--- src/rtl/tt_response_capture.sv ---
// tt_response_capture
//   Response side of an exhaustive-pattern test: walks every input vector
//   0..K-1 onto a single-output DUT, samples its output into a captured
//   truth table, then compares that table with a golden table latched at
//   start.
//
// Ports
//   CK        clock, rising edge
//   reset     asynchronous active-high reset, clears all state
//   start     one-cycle run request, honoured only while idle
//   abort     ends a run in progress without a done pulse
//   expected  golden truth table (bit i = response to vector i)
//   dut_out   single-bit response of the DUT
//   N_out     vector currently driven to the DUT (0 outside a run)
//   busy      high from accepted start until done
//   done      one-cycle pulse, results valid
//   tt        captured truth table
//   mismatch  OR-reduction of tt ^ golden, held until next start
//   err_cnt   number of differing rows, held until next start
module tt_response_capture #(
   parameter int N_IN   = 2,
   parameter int SETTLE = 1,
   localparam int K     = 1 << N_IN,
   localparam int CW    = $clog2(K + 1)
) (
   input  logic            CK,
   input  logic            reset,
   input  logic            start,
   input  logic            abort,
   input  logic [K-1:0]    expected,
   input  logic            dut_out,
   output logic [N_IN-1:0] N_out,
   output logic            busy,
   output logic            done,
   output logic [K-1:0]    tt,
   output logic            mismatch,
   output logic [CW-1:0]   err_cnt
);

   localparam logic [3:0] SETTLE_C = 4'(SETTLE);

   typedef enum logic [1:0] {IDLE, RUN, CMP} state_t;

   state_t          state;
   state_t          state_next;
   logic [N_IN-1:0] idx;
   logic [3:0]      cnt;
   logic [K-1:0]    exp_q;
   logic [K-1:0]    diff;
   logic [CW-1:0]   pop;
   logic            sample;

   // Row is sampled on the last cycle of its settle window.
   assign sample = (cnt == SETTLE_C);

   always_ff @(posedge CK or posedge reset) begin
      if (reset) begin
         state <= IDLE;
      end else begin
         state <= state_next;
      end
   end

   always_comb begin
      state_next = state;
      busy       = 1'b0;
      N_out      = '0;
      case (state)
         IDLE: begin
            // start wins over a simultaneous abort here
            if (start) begin
               state_next = RUN;
            end
         end
         RUN: begin
            busy  = 1'b1;
            N_out = idx;
            if (abort) begin
               state_next = IDLE;
            end else if (sample && (idx == '1)) begin
               state_next = CMP;
            end
         end
         CMP: begin
            busy       = 1'b1;
            state_next = IDLE;
         end
         default: begin
            state_next = IDLE;
         end
      endcase
   end

   // Row difference count, evaluated in CMP on the completed table.
   always_comb begin
      diff = tt ^ exp_q;
      pop  = '0;
      for (int i = 0; i < K; i++) begin
         pop = pop + CW'(diff[i]);
      end
   end

   always_ff @(posedge CK or posedge reset) begin
      if (reset) begin
         idx      <= '0;
         cnt      <= '0;
         exp_q    <= '0;
         tt       <= '0;
         mismatch <= 1'b0;
         err_cnt  <= '0;
         done     <= 1'b0;
      end else begin
         done <= 1'b0;
         case (state)
            IDLE: begin
               if (start) begin
                  exp_q    <= expected;
                  tt       <= '0;
                  idx      <= '0;
                  cnt      <= '0;
                  mismatch <= 1'b0;
                  err_cnt  <= '0;
               end
            end
            RUN: begin
               // An aborted run keeps the rows already sampled.
               if (!abort) begin
                  if (!sample) begin
                     cnt <= cnt + 4'd1;
                  end else begin
                     tt[idx] <= dut_out;
                     cnt     <= '0;
                     // idx parks on the last row; no wrap-around
                     if (idx != '1) begin
                        idx <= idx + 1'b1;
                     end
                  end
               end
            end
            CMP: begin
               if (!abort) begin
                  mismatch <= |diff;
                  err_cnt  <= pop;
                  done     <= 1'b1;
               end
            end
            default: begin
               done <= 1'b0;
            end
         endcase
      end
   end

endmodule

--- config.mk ---
export PLATFORM = sky130hd
export DESIGN_NAME = tt_response_capture
export DESIGN_NICKNAME = d
export VERILOG_FILES = /design/src/rtl/tt_response_capture.sv
export SDC_FILE = /design/constraint.sdc
export NUM_CORES = 1
export LEC_CHECK = 0
export CAP_MARGIN = 20
export CORE_UTILIZATION = 48
export DETAILED_ROUTE_END_ITERATION = 12
export PLACE_DENSITY = 0.75
export SLEW_MARGIN = 20
export SYNTH_ARGS = -nofsm -noshare
export SYNTH_HDL_FRONTEND = slang
export SYNTH_SLANG_ARGS = --single-unit
export TNS_END_PERCENT = 1
--- constraint.sdc ---
create_clock -name CK -period 1.95 [get_ports CK]
set_input_delay 0.585 -clock CK [delete_from_list [all_inputs] [get_ports CK]]
set_output_delay 0.585 -clock CK [all_outputs]
set_load 0.02 [all_outputs]
==> results of run 1 <==
## timing repair
item	in CTS	in global routing
endpoints found under the setup margin	10	8
pin swaps	5	0
resized for setup	19	8
hold buffers	0	0
setup buffers	1	0
## power groups by stage
| stage | Sequential, mW | Combinational (mW) | Clock, mW |
|---|---|---|---|
| 2_1_floorplan | 0.803 | 1.28 | 0 |
| 3_3_place_gp | 0.745 | 1.95 | 0 |
| 3_5_place_dp | 0.762 | 2.07 | 0 |
| 4_1_cts | 0.757 | 2.14 | 0.228 |
| 5_1_grt | 0.781 | 2.38 | 0.239 |
| 6_report | 0.757 | 2.17 | 0.220 |
## final cells by class
type	count	share of cell area, %
clock buffer	4	1.41
sequential	21	28.4
timing repair buffer	42	18.9
tap	31	2.08
multi-input combinational	94	46.6
inverter	13	2.62
## metrics by stage
step / TNS, ps / utilization (%) / total power, mW
global placement: -1100 / 65.6 / 2.69
detailed placement: -1550 / 65.6 / 2.83
global route: -483 / 67.6 / 3.41
CTS: -306 / 66.7 / 3.13
floorplan: -305 / - / 2.09
finish: -280 / 67.6 / 3.14
## state kept, by name, indices dropped and copies added, names as in the netlist
signal	count
tt	4
err_cnt	3
exp_q	4
idx	2
state	2
done	1
mismatch	1
cnt	4
## cells by family after synthesis
group	count (synthesis)
AO/OA/AOI/OAI	32
adder cells (fa/ha/maj)	15
XOR/XNOR	4
multiplexers	9
buffers and inverters	17
AND/OR/NAND/NOR	34
flip-flops	21
## per-layer routing
| metal | wire (um) | vias to the layer above | global-route usage, % |
|---|---|---|---|
| met3 | 85 | 4 | 2.33 |
| met5 | 0 | - | 0 |
| met4 | 39 | 0 | 7.67 |
| li1 | - | 559 | - |
| met1 | 1310 | 578 | 25.2 |
| met2 | 1780 | 27 | 42.7 |
## placed cells by master (no fill, tap or decap), drive strengths merged, types with 2 or more instances in the layout
cell	n
a21oi	3
a221o	2
a22o	6
and2	2
buf	25
clkbuf	4
clkdlybuf4s50	11
dfrtp	21
dlygate4sd2	4
dlymetal6s2s	2
ha	14
inv	13
mux2	6
mux2i	3
nand2	7
nand2b	6
nand3	2
nand3b	2
nand4b	3
nor2	4
nor2b	3
o211ai	5
o21ai	3
o221ai	2
o31ai	2
xnor2	3
## worst max-delay path, cell delays in order (launching register included)
cell and delay (ps):
dfrtp_1 430, xnor2_2 170, fa_1 560, inv_2 50, ha_4 160, ha_4 210
a22o_1 180, a221o_1 280
## path summary, 6_finish.rpt
| path | start | depth (start not counted) | slack, ps | to |
|---|---|---|---|---|
| worst max-delay path | exp_q[0]$_DFFE_PP0P_ | 7 | -200 | err_cnt[1]$_DFFE_PP0P_ |
| worst min-delay path | exp_q[2]$_DFFE_PP0P_ | 1 | 550 | exp_q[2]$_DFFE_PP0P_ |
| worst max register to register | exp_q[0]$_DFFE_PP0P_ | 7 | -200 | err_cnt[1]$_DFFE_PP0P_ |
| worst min register to register | exp_q[2]$_DFFE_PP0P_ | 1 | 550 | exp_q[2]$_DFFE_PP0P_ |
| max in group asynchronous | reset | 3 | 1190 | tt[0]$_DFFE_PP0P_ |
| min in group asynchronous | reset | 3 | 560 | exp_q[2]$_DFFE_PP0P_ |
==> flow_metrics.env, run 1 <==
export IMPL_first_pass_iters=4
export IMPL_final_nets=199
export IMPL_violations="setup timing"
export IMPL_ys_flop_type="dfrtp_1"
export IMPL_syn_area_per_cell_sq_um=10.6
export IMPL_multi_input_area_sq_um=868
export IMPL_coreArea_sq_um=2760
export IMPL_setup_viol=3
export IMPL_finClkSkew_ps=6.48
export IMPL_place_gp_congestion=0.822
export IMPL_switchingPower_mw=1.37
export IMPL_synth_xor_area_share_pct=2.51
export IMPL_worstPathMaxFanout=2
export IMPL_yosysUniqueCellTypes=39
export IMPL_routed_wl_mm=3.21
export IMPL_required_ps=2150
export IMPL_dp_slack_ps=-237
export IMPL_io_pins=21
export IMPL_synthCells=132
export IMPL_instances_no_fill=205
export IMPL_p_sw_share_pct=43.6
export IMPL_irDropWorstVdd_v=0.00128
export IMPL_syn2layout_area_growth_pct=33.8
export IMPL_placed_area_sq_um=1810
export IMPL_dp_cells=200
export IMPL_fillers=220
export IMPL_cp_arrival_ps=2350
export IMPL_max_freq_ghz=0.465
export IMPL_antennaDiodeCount=0
export IMPL_antenna_found_initial=0
export IMPL_min_period_ps=2150
export IMPL_synthAdderAreaFrac_pct=14.0
export IMPL_overflow=0
export IMPL_synth_edf_count=0
export IMPL_clk_latency_ps=310
export IMPL_grt_pass1_wl_mm=5.44
export IMPL_synthTopCellsByArea="dfrtp_1, ha_1, mux2_2, a22o_1, inv_1"
export IMPL_hp_class="flop to flop"
export IMPL_p_int_mw=1.77
export IMPL_synth_common_cells="dfrtp_1, ha_1, inv_1, nand2_1"
export IMPL_die_x_um=55.9
export IMPL_die_area_sq_um=3120
export IMPL_root_buffer="clkbuf_4"
export IMPL_timing_final_crit_share_pct=110
export IMPL_dpl_hpwl_mm=2.51
export IMPL_synth_compound_area_share_pct=19.3
export IMPL_fin_ws_ps=-200
export IMPL_regArea_sq_um=529
export IMPL_die_h_um=55.9
export IMPL_max_cap_violations=0
export IMPL_slew_headroom_pct=76.2
export IMPL_layout_drive_gt1_share_pct=29.9
export IMPL_synthArstFlopShare_pct=100
export IMPL_outcome="finished with violations"
export IMPL_initial_core_util_pct=50.5
export IMPL_synth_top_family_by_area="compound AO/OA/AOI/OAI gates"
export IMPL_clkPwrFrac_pct=7.0
export IMPL_power_leakage_nw=0.884
export IMPL_route_detailed_drc=0
export IMPL_worst_pin_slew_ps=357
export IMPL_final_cell_area_sq_um=1860
export IMPL_synth_top_area_cell="dfrtp_1"
export IMPL_yosysTopAreaCellShare_pct=37.7
export IMPL_drv_slew=0
export IMPL_crit_type="flop to flop"
export IMPL_final_hold_viol_count=0
export IMPL_cts_tree="done"
export IMPL_yosysSeqAreaShare_pct=37.7
export IMPL_whs_ps=547
export IMPL_vias=1168
export IMPL_clk_pin_slew_worst_paths_ps=130
export IMPL_yosysMostFrequentCell="dfrtp_1"
export IMPL_ant_nets=0
export IMPL_synth_mux_area_share_pct=7.00
export IMPL_clkSinkCount=21
export IMPL_io_buffers=20
export IMPL_dr_first_iter_drc_count=44
export IMPL_cts_buffers=3
export IMPL_endpoint_kind="flop"
export IMPL_grtUsageTotal_pct=22.2
export IMPL_num_rows=19
export IMPL_wl_per_cell_um=15.7
export IMPL_synth_simple_gate_area_share_pct=14.8
export IMPL_rsz0062_at_grt="yes"
export IMPL_htreeDepth=1
export IMPL_worstSetupStartpointType="flop"
export IMPL_synth_nets=156
export IMPL_viasPerCell=5.70
export IMPL_syn_area_sq_um=1390
export IMPL_pwr_share_comb_pct=68.9
export IMPL_ys_warnings_count=0
export IMPL_power_frac_seq_pct=24.1
export IMPL_synth_seq_cells=21
export IMPL_clock_path_buffers=2
export IMPL_power_density_nw_per_um2=1690
export IMPL_grt_max_degree=14
export IMPL_grt_pass1_vias=1228
No activity file was read; power rests on OpenSTA's default activity.
==> run 2, diff against run 1 <==
Settings changed: CORE_UTILIZATION 48 to 50, CTS_BUF_LIST from default to sky130_fd_sc_hd__clkbuf_4, MAX_ROUTING_LAYER from default to met4, PLACE_DENSITY 0.75 to 0.78, RECOVER_POWER from default to 25.
==> run 2 against run 1 <==
The run still ends with setup timing left. Combinational power is 2% higher. Cell area increased by 0.74%. Sequential share of layout area shrank 0.21 points. Critical path depth unchanged. First-iteration DRC count decreased by 64%. Global-route usage rose by 3.9 points. Die area down 3.8%. Power up 1.7%. Clock skew rose by 1.7 ps. Wire length grew 2.9%.
==> flow_metrics.env, run 2 (synthesis gave the netlist of run 1 again) <==
export IMPL_outcome="finished with violations"
export IMPL_violations="setup timing"
export IMPL_grtUsageMet1_pct=28.7
export IMPL_num_rows=18
export IMPL_grtUsageTotal_pct=26.0
export IMPL_root_buffer="clkbuf_4"
export IMPL_layout_drive_gt1_share_pct=29.7
export IMPL_wl_per_cell_um=16.1
export IMPL_final_common_cell="buf_4"
export IMPL_max_stage_delay_ps=570
export IMPL_clk_pin_slew_worst_paths_ps=120
export IMPL_route_detailed_drc=0
export IMPL_finClkSkew_ps=8.19
export IMPL_cts_tree="done"
export IMPL_endpoint_kind="flop"
export IMPL_antenna_found_initial=0
export IMPL_ant_nets=0
export IMPL_irDropWorstVdd_v=0.00165
export IMPL_worst_pin_slew_ps=642
export IMPL_cts_buffers=3
export IMPL_syn2layout_area_growth_pct=34.7
export IMPL_io_buffers=20
export IMPL_clk_latency_ps=310
export IMPL_p_total_mw=3.20
export IMPL_required_ps=2160
export IMPL_min_period_ps=2140
export IMPL_use_met2_pct=47.0
export IMPL_rsz0062_at_grt="yes"
export IMPL_fillers=199
export IMPL_fin_ws_ps=-188
export IMPL_final_cell_mix="buf_4, dfrtp_1, inv_1, ha_1, clkdlybuf4s50_1"
export IMPL_grt_pass1_vias=1213
export IMPL_die_h_um=54.8
export IMPL_place_gp_congestion=0.806
export IMPL_viasPerCell=5.64
export IMPL_grt_met3_usage_pct=3.06
export IMPL_dr_first_iter_drc_count=16
export IMPL_dpl_hpwl_mm=2.51
export IMPL_coreArea_sq_um=2540
export IMPL_power_leakage_nw=0.934
export IMPL_reg_largest_list="cnt (4), exp_q (4), tt (4)"
export IMPL_grt_max_degree=12
export IMPL_crit_type="flop to flop"
export IMPL_cp_arrival_ps=2340
export IMPL_instances_no_fill=205
export IMPL_regArea_sq_um=529
export IMPL_initial_core_util_pct=54.8
export IMPL_setup_viol=2
export IMPL_top_usage_layer="met2"
export IMPL_worstSetupStartpointType="flop"
export IMPL_crit_chain="xnor2_2, fa_1, inv_2, ha_4, ha_4, a22o_1, a221o_1"
export IMPL_max_cap_violations=0
export IMPL_hp_class="flop to flop"
export IMPL_drv_slew=0
export IMPL_io_pins=21
export IMPL_dp_cells=200
export IMPL_first_pass_iters=4
export IMPL_power_density_nw_per_um2=1700
export IMPL_routed_wl_mm=3.30
export IMPL_overflow=0
export IMPL_vias=1156
export IMPL_timing_final_crit_share_pct=110
export IMPL_clkSinkCount=21
export IMPL_antennaDiodeCount=0
export IMPL_max_freq_ghz=0.468
export IMPL_final_nets=200
export IMPL_slowest_stage="fa_1"
export IMPL_cts_hold_buf=0
export IMPL_final_hold_viol_count=0
export IMPL_grt_pass1_wl_mm=5.33
export IMPL_worstPathMaxFanout=2
export IMPL_path_common_cell="ha_4"
export IMPL_die_x_um=54.8
export IMPL_clock_path_buffers=2
export IMPL_die_area_sq_um=3000
export IMPL_htreeDepth=1
export IMPL_multi_input_area_sq_um=868
export IMPL_slew_headroom_pct=57.2
-- run 2: path summary, 6_finish.rpt --
path | cells after the start | slack, ps | startpoint | endpoint
setup reg to reg | 7 | -190 | exp_q[3]$_DFFE_PP0P_ | err_cnt[1]$_DFFE_PP0P_
min in group asynchronous | 3 | 840 | reset | exp_q[3]$_DFFE_PP0P_
hold reg to reg | 1 | 550 | exp_q[2]$_DFFE_PP0P_ | exp_q[2]$_DFFE_PP0P_
hold / removal | 1 | 550 | exp_q[2]$_DFFE_PP0P_ | exp_q[2]$_DFFE_PP0P_
max in group asynchronous | 3 | 650 | reset | done$_DFF_PP0_
setup / recovery | 7 | -190 | exp_q[3]$_DFFE_PP0P_ | err_cnt[1]$_DFFE_PP0P_
-- run 2: through the flow --
stage	setup WS (ps)	cell area (sq um)	hold WS [ps]	TNS (ps)	utilization (%)
after floorplan	-210	1430	499	-305	-
after global placement	-163	1810	511	-648	71.3
after detailed placement	-238	1810	532	-1210	71.3
after CTS	-201	1850	559	-317	72.7
after global routing	-253	1880	581	-445	73.8
final	-188	1880	549	-273	73.8
-- run 2: layout make-up --
type / count / share of cell area (%)
Multi-Input combinational cell: 94 / 46.2
Sequential cell: 21 / 28.2
Timing Repair Buffer: 43 / 19.4
Inverter: 13 / 2.60
Tap cell: 30 / 2.00
Clock buffer: 4 / 1.60
-- run 2: metal layers --
layer / wire (um) / up-vias
met1: 1360 / 573
met5: 0 / -
met3: 96 / 4
met2: 1800 / 19
met4: 42 / 0
li1: - / 560
-- run 2: timing repair --
item                       4_1_cts  5_1_grt
setup endpoints to repair        9       11
setup buffers                    1        0
pin swaps                        5        2
gates resized for setup         18       12
-- run 2: worst max-delay path: cells and delay by family (launching register included) --
kind | cells | cell delay (ps)
compound gates | 2 | 460
xor+xnor | 1 | 170
buf+inv | 1 | 50
fa+ha+maj | 3 | 940
flops | 1 | 430
-- run 2: power by group --
part | internal [mW] | switching (mW)
combinational | 1.11 | 1.10
sequential | 0.603 | 0.155
clock | 0.0936 | 0.136
==> run 3, diff against run 2 <==
Settings changed: HOLD_SLACK_MARGIN from default to 0.05.
==> results of run 3 <==
No change in the layout: final DEF, timing and power equal those of run 2.
